[src/rtl/reset_pkg.sv]
// Shared encodings for the multi-output reset sequencer.
// Channel state values are visible on state_o.
package reset_pkg;

  localparam int ST_W   = 2;
  localparam int DROP_W = 8;

  typedef enum logic [ST_W-1:0] {
    ST_WAIT = 2'd0,
    ST_HOLD = 2'd1,
    ST_RUN  = 2'd2
  } ch_state_e;

endpackage

[src/rtl/reset_channel.sv]
// One reset channel: WAIT/HOLD/RUN FSM with a hold counter.
// reset_o is high in WAIT and HOLD, low in RUN.
module reset_channel
  import reset_pkg::*;
#(
  parameter int unsigned          HOLD_BITS = 22,
  parameter logic [HOLD_BITS-1:0] H         = '0
) (
  input  logic      clock_i,
  input  logic      reset_i,
  input  logic      ok_i,
  input  logic      soft_hit_i,
  output ch_state_e state_o,
  output logic      reset_o
);

  ch_state_e            state_q, state_d;
  logic [HOLD_BITS-1:0] cnt_q, cnt_d;
  logic                 rst_q;

  always_ff @(posedge clock_i or posedge reset_i) begin
    if (reset_i) begin
      state_q <= ST_WAIT;
      cnt_q   <= '0;
      rst_q   <= 1'b1;
    end else begin
      state_q <= state_d;
      cnt_q   <= cnt_d;
      rst_q   <= (state_d != ST_RUN);
    end
  end

  // Soft hit outranks every other transition, including WAIT->HOLD.
  always_comb begin
    state_d = state_q;
    cnt_d   = cnt_q;
    unique case (state_q)
      ST_WAIT: begin
        cnt_d = '0;
        if (!soft_hit_i && ok_i) state_d = ST_HOLD;
      end
      ST_HOLD: begin
        if (soft_hit_i || !ok_i) begin
          state_d = ST_WAIT;
          cnt_d   = '0;
        end else if (cnt_q == H) begin
          state_d = ST_RUN;
        end else begin
          cnt_d = cnt_q + 1'b1;
        end
      end
      ST_RUN: begin
        if (soft_hit_i || !ok_i) begin
          state_d = ST_WAIT;
          cnt_d   = '0;
        end
      end
      default: begin
        state_d = ST_WAIT;
        cnt_d   = '0;
      end
    endcase
  end

  assign state_o = state_q;
  assign reset_o = rst_q;

endmodule

[src/rtl/reset_sequencer.sv]
// Multi-output reset sequencer: synchronised ready gating, chained
// release, delayed soft reset and lock-loss monitoring.
module reset_sequencer
  import reset_pkg::*;
#(
  parameter int unsigned NUM_RST   = 3,
  parameter int unsigned NUM_RDY   = 5,
  parameter logic [NUM_RST*NUM_RDY-1:0] RDY_MASK = '1,
  parameter int unsigned HOLD_BITS = 22,
  parameter logic [NUM_RST*HOLD_BITS-1:0] HOLD_CNT =
    {22'd4194303, 22'd31, 22'd31},
  parameter int unsigned SEQUENTIAL = 1,
  parameter int unsigned SOFT_DLY   = 1023,
  parameter logic [NUM_RST-1:0] SOFT_MASK = 3'b100
) (
  input  logic                    clock_i,
  input  logic                    reset_i,
  input  logic                    soft_reset_i,
  input  logic                    clear_i,
  input  logic [NUM_RDY-1:0]      ready_i,
  output logic [NUM_RST-1:0]      reset_o,
  output logic [ST_W*NUM_RST-1:0] state_o,
  output logic                    soft_pending_o,
  output logic [DROP_W-1:0]       drop_cnt_o,
  output logic [NUM_RDY-1:0]      drop_src_o
);

  localparam logic [9:0]        DLY      = 10'(SOFT_DLY);
  localparam logic [DROP_W-1:0] DROP_MAX = '1;

  logic [NUM_RDY-1:0] rdy_m_q, rdy_s_q;
  logic [9:0]         dly_q, dly_d;
  logic               strobe_q, strobe_d;
  logic [DROP_W-1:0]  dcnt_q, dcnt_d;
  logic [NUM_RDY-1:0] dsrc_q, dsrc_d, src_set;
  logic [NUM_RST-1:0] own_ok, ok, run, soft_hit;
  logic               drop_ev;
  ch_state_e          st [NUM_RST];

  always_ff @(posedge clock_i or posedge reset_i) begin
    if (reset_i) begin
      rdy_m_q  <= '0;
      rdy_s_q  <= '0;
      dly_q    <= '0;
      strobe_q <= 1'b0;
      dcnt_q   <= '0;
      dsrc_q   <= '0;
    end else begin
      rdy_m_q  <= ready_i;
      rdy_s_q  <= rdy_m_q;
      dly_q    <= dly_d;
      strobe_q <= strobe_d;
      dcnt_q   <= dcnt_d;
      dsrc_q   <= dsrc_d;
    end
  end

  for (genvar k = 0; k < NUM_RST; k++) begin : g_ch
    localparam logic [HOLD_BITS-1:0] HK =
      HOLD_CNT[k*HOLD_BITS +: HOLD_BITS];

    assign own_ok[k] =
      &(rdy_s_q | ~RDY_MASK[k*NUM_RDY +: NUM_RDY]);

    if (SEQUENTIAL != 0 && k > 0) begin : g_seq
      assign ok[k] = own_ok[k] & run[k-1];
    end else begin : g_par
      assign ok[k] = own_ok[k];
    end

    assign soft_hit[k] = strobe_q & SOFT_MASK[k];

    reset_channel #(
      .HOLD_BITS (HOLD_BITS),
      .H         (HK)
    ) u_ch (
      .clock_i    (clock_i),
      .reset_i    (reset_i),
      .ok_i       (ok[k]),
      .soft_hit_i (soft_hit[k]),
      .state_o    (st[k]),
      .reset_o    (reset_o[k])
    );

    assign run[k] = (st[k] == ST_RUN);
    assign state_o[k*ST_W +: ST_W] = st[k];
  end

  // A retrigger reloads the delay, so only the final countdown strobes.
  always_comb begin
    dly_d = dly_q;
    if (soft_reset_i) begin
      dly_d = DLY;
    end else if (dly_q != '0) begin
      dly_d = dly_q - 10'd1;
    end
    strobe_d = (dly_d == 10'd1);
  end

  // Only a channel's own ready loss counts; soft and cascade exits do not.
  always_comb begin
    drop_ev = |(run & ~own_ok & ~soft_hit);
    src_set = '0;
    for (int j = 0; j < int'(NUM_RDY); j++) begin
      for (int k = 0; k < int'(NUM_RST); k++) begin
        if (!rdy_s_q[j] && run[k] && RDY_MASK[k*NUM_RDY+j]) begin
          src_set[j] = 1'b1;
        end
      end
    end
  end

  always_comb begin
    dcnt_d = dcnt_q;
    dsrc_d = dsrc_q | src_set;
    if (clear_i) begin
      dcnt_d = '0;
      dsrc_d = '0;
    end else if (drop_ev && dcnt_q != DROP_MAX) begin
      dcnt_d = dcnt_q + 1'b1;
    end
  end

  assign soft_pending_o = (dly_q != '0);
  assign drop_cnt_o     = dcnt_q;
  assign drop_src_o     = dsrc_q;

endmodule

[config.mk]
export PLATFORM = sky130hd
export DESIGN_NAME = reset_sequencer
export DESIGN_NICKNAME = d
export VERILOG_FILES = /design/src/rtl/reset_pkg.sv /design/src/rtl/reset_channel.sv /design/src/rtl/reset_sequencer.sv
export SDC_FILE = /design/constraint.sdc
export NUM_CORES = 1
export LEC_CHECK = 0
export ABC_CLOCK_PERIOD_IN_PS = 6800
export CELL_PAD_IN_SITES_DETAIL_PLACEMENT = 0
export CELL_PAD_IN_SITES_GLOBAL_PLACEMENT = 1
export CORE_ASPECT_RATIO = 1.2
export CORE_MARGIN = 1
export CORE_UTILIZATION = 25
export DETAILED_ROUTE_END_ITERATION = 7
export PLACE_DENSITY_LB_ADDON = 0.1
export SYNTH_ARGS = -nofsm -noshare
export SYNTH_HDL_FRONTEND = slang
export SYNTH_HIERARCHICAL = 1
export SYNTH_SLANG_ARGS = --single-unit
[constraint.sdc]
create_clock -name clock_i -period 6.8 [get_ports clock_i]
set_clock_uncertainty 0.05 [all_clocks]
set_input_delay 1.36 -clock clock_i [delete_from_list [all_inputs] [get_ports clock_i]]
set_output_delay 1.36 -clock clock_i [all_outputs]
set_load 0.01 [all_outputs]
Yosys cells after proc, flatten, opt, wreduce, memory -nomap -nowiden --
Cells that the tools add are included.
Word-level totals: word-level logic and storage cells 129, input bits 9, register bits after elaboration 109, output and inout bits 23
Operators by class: multiplexer cells 47, bitwise gates (word level) 7, reductions and logical operators 35, add/subtract/negate cells 5, equal/unequal tests 20
Operators by type and width (count):
- $mux 22 | 9
- $pmux 22 s2 | 3
- $add 22x1->22 const B | 3
- $eq 22x5->1 const B | 2
- $mux 2 | 12
- $eq 22x22->1 const B | 1
- $mux 10 | 2
- $pmux 2 s3 | 3
- $logic_and 1x1->1 | 17
- $mux 8 | 2
- $mux 1 | 15
- $eq 10x1->1 const B | 1
- $ne 2x2->1 const B | 5
- $reduce_bool 10->1 | 1
- $sub 10x1->10 const B | 1
- $ne 3x3->1 const B | 3
- $add 8x1->8 const B | 1
- $ne 8x8->1 const B | 1
- $logic_not 1->1 | 7
- $and 3x3->3 | 2
- $eq 2x1->1 const B | 3
- $eq 2x2->1 const B | 3
- $logic_not 2->1 | 3
- $not 3->3 | 2
- other kinds (9) | 12

Depth between registers and ports, before layout --
depth after elaboration 8, mapped depth 9, gate-level depth less buffers 8

Cells and area by module --
Netlist, hierarchy kept.
By module, submodules not included:
- reset_channel at g_ch[0].u_ch ... | cells each 154, area each 1398.8 um2, sequential area each 626.9 um2, times used 2
- reset_sequencer | cells each 153, area each 1554.0 um2, sequential area each 850.8 um2, times used 1
- reset_channel at g_ch[2].u_ch | cells each 156, area each 1410.1 um2, sequential area each 626.9 um2, times used 1

Worst setup path before layout --
No wires, ideal clock.
kind reg-to-output, from reg dly_q[0], to out soft_pending_o, slack 3.790 ns, data required time 5.390 ns, path buffers 0, data arrival time 1.600 ns, cell stages (with the launch flop) 6, cell sequence dfrtp_1 > inv_1 > ha_1 > or3b_2 > nor3_2 > inv_2
On the way: cells in the longest elaborated chain, start to end 1
RTL lines:
- start: declaration | line reset_sequencer.sv:32 | logic [9:0] dly_q, dly_d;
- start signal: assignment | line reset_sequencer.sv:51 | dly_q <= dly_d;
- $reduce_bool 10->1 | line reset_sequencer.sv:124 | assign soft_pending_o = (dly_q != '0);
- end: declaration | line reset_sequencer.sv:23 | output logic soft_pending_o,
No other way between the ends.

Worst setup path in the final report --
Same ends and word-level chain as after synthesis.

==> results_dict.tcl <==
set metrics [dict create \
    status "completed" \
    first_global_vias 4848 \
    antenna_left 0 \
    clk_pin_slew_ns 0.08 \
    synth_ff_type "dfrtp_1" \
    clk_latency_ns 0.36 \
    synth_most_common_cell "dfrtp_1" \
    critPathMaxFanout 7 \
    critPathKind "reg -> out" \
    synth-edff-count 0 \
    ff2ff_setup_slack_ns 3.76 \
    die_h_microns 168 \
    drive_gt1_frac 0.0847 \
    nets 671 \
    drt-total-wl_mm 14.5 \
    post_cts_buffers 0 \
    switchingPower_uw 294 \
    synth_area_sq_um 5760 \
    synth-seq-cells 109 \
    globalRouteTotalUtil 0.134 \
    netlist.area_leader.share 0.460 \
    critPathArrivalTime_ns 2.65 \
    vdd_drop_max_mv 0.103 \
    reg2reg_depth 9 \
    async_flop_share 1.00 \
    viasPerCell 5.04 \
    port_buffers 31 \
    swShare 0.236 \
    fmax_ghz 0.246 \
    maxSlewViolCount 0 \
    synth_common_cells "dfrtp_1, nor2_1, a21oi_1" \
    place_hpwl_mm 10.4 \
    setup_ws_ns 2.74 \
    die_area_sq_um 23700 \
    ios 32 \
    grt_max_degree 35 \
    placementRows 60 \
    grt_overflow 0 \
    min_path_type "reg -> reg" \
    routedWlPerCell_microns 15.5 \
    rsz0062_at_grt "no" \
    p_comb_frac 0.024 \
    drtIter0Drc 258 \
    hold_buffers 0 \
    core_area_sq_um 22500 \
    powerDensity_nw_per_um2 185 \
    cts_buffer_depth 2 \
    cts_made_buffers 9 \
    avgSynthCellArea_sq_um 9.34 \
    antenna_found_initial 0 \
    leakagePower_nw 2.46 \
    drc_errors 0 \
    hold_viol_final 0 \
    synth.largest_area_cell "dfrtp_1" \
    cp.required_ns 5.39 \
    hold_ws_ns 0.297 \
    fin_tns_setup_ns 0 \
    yosysWarnings 6 \
    grt_pass1_wl_mm 25.1 \
    crit_path_end_kind "primary output" \
    cts.sinks 109 \
    drtPass1Iterations 4 \
    setup_viol 0 \
    antenna_cells 0 \
    multi_input_area_sq_um 2880 \
    syn_inst 617 \
    internal_power_uw 952 \
    ys_seq_area_frac 0.474 \
    power_mw 1.25 \
    htreeDepth 3 \
    holdPathEnd "rdy_s_q[1]" \
    start_util 0.256 \
    p_clk_frac 0.450 \
    cts_tree "built" \
    finalCritPeriodShare 0.597 \
    cts-root-buf "clkbuf_16" \
    maxSlewHeadroom 0.328 \
    period_needed_ns 4.06 \
    synthTopCellsByArea "dfrtp_1, nor2_1, a21oi_1" \
    worstHoldStart "rdy_m_q[1]" \
    syn_to_final_growth_pct 16.8 \
    r2r_start "rdy_s_q[1]" \
    place_congestion 0.798 \
    worst_slew_pin_slew_ns 1.01 \
    start_kind "flop" \
    r2r-end "g_ch[2].u_ch/cnt_q[10]" \
    via_count 4740 \
    p_seq_frac 0.526 \
    nFillCells 2375 \
    maxCapViolations 0 \
    final_util 0.299 \
    seqCellArea_sq_um 2730 \
    synth_cell_types 61 \
    holdPathStages 0 \
    cts_resized 0 \
    die_x_microns 141 \
    dp_slack_ns 3.12 \
]
==> cell families (layout without fill, tap and decap cells) <==
logic type,after synthesis,after routing,share of synthesized area
simple gates,290,290,0.284
compound gates,124,124,0.135
flops,109,109,0.474
buf+inv,45,84,0.0293
xor+xnor,41,41,0.0623
fa+ha+maj,6,6,0.0130
other cells,1,6,0.000651
mux,1,1,0.00174
==> registers in the layout (all words and copies together) (netlist names) <==
register,count
dly_q,10
drop_cnt_o,8
drop_src_o,5
g_ch.u_ch/cnt_q,66
g_ch.u_ch/reset_o,3
g_ch.u_ch/state_o,6
rdy_m_q,5
rdy_s_q,5
strobe_q,1
==> layout by cell type, fill, tap and decap left out, types with 19 or more instances in the layout <==
master,synthesis,routed
a21oi_1,45,45
clkdlybuf4s50_1,0,31
dfrtp_1,106,106
inv_1,33,33
nand2_1,43,43
nand3_1,33,33
nor2_1,71,71
nor4_1,19,19
o21ai_0,32,32
or3_1,26,26
xnor2_1,20,20
xor2_1,21,21
==> per-stage QoR <==
step                instances  area, sq um
finish                    940         6730
global route              940         6730
CTS                       940         6730
detailed placement        924         6420
global placement          924         6420
floorplan                 622         5780
==> metal layers <==
| layer | vias to the layer above | share of wire | track usage |
|---|---|---|---|
| met4 | 0 | 0.014 | 0.0454 |
| met3 | 13 | 0.034 | 0.0273 |
| met1 | 2345 | 0.48 | 0.176 |
| met5 | - | 0 | 0 |
| li1 | 2313 | - | - |
| met2 | 69 | 0.47 | 0.219 |
==> worst max path at each step <==
stage,startpoint,depth (start not counted),slack [ns],to
global route,dly_q[0],6,2.61,soft_pending_o
global placement,dly_q[0],6,3.17,soft_pending_o
detailed placement,dly_q[0],6,3.12,soft_pending_o
floorplan,dly_q[0],5,3.79,soft_pending_o
finish,dly_q[0],6,2.74,soft_pending_o
CTS,dly_q[0],6,2.70,soft_pending_o
==> final cells by class <==
type                       count  area share
clock buffer                   9      0.0335
clock inverter                 7      0.0117
inverter                      34      0.0190
multi-input combinational    468       0.429
sequential                   109       0.406
tap                          279      0.0519
timing repair buffer          34      0.0495
==> worst max-delay path, cell delays in order (launching register included) <==
cell	delay, ns
dfrtp_1	0.42
inv_1	0.14
ha_1	0.18
or3b_2	0.49
nor3_2	0.45
inv_2	0.11
clkdlybuf4s50_1	0.50
==> power groups by stage <==
stage               combinational, mW  sequential [mW]  clock [mW]
global placement               0.0308            0.668           0
CTS                            0.0312            0.655       0.586
finish                         0.0293            0.655       0.561
floorplan                      0.0176            0.667           0
global route                   0.0348            0.656       0.610
detailed placement             0.0310            0.668           0
(Power assumes the default switching activity.)
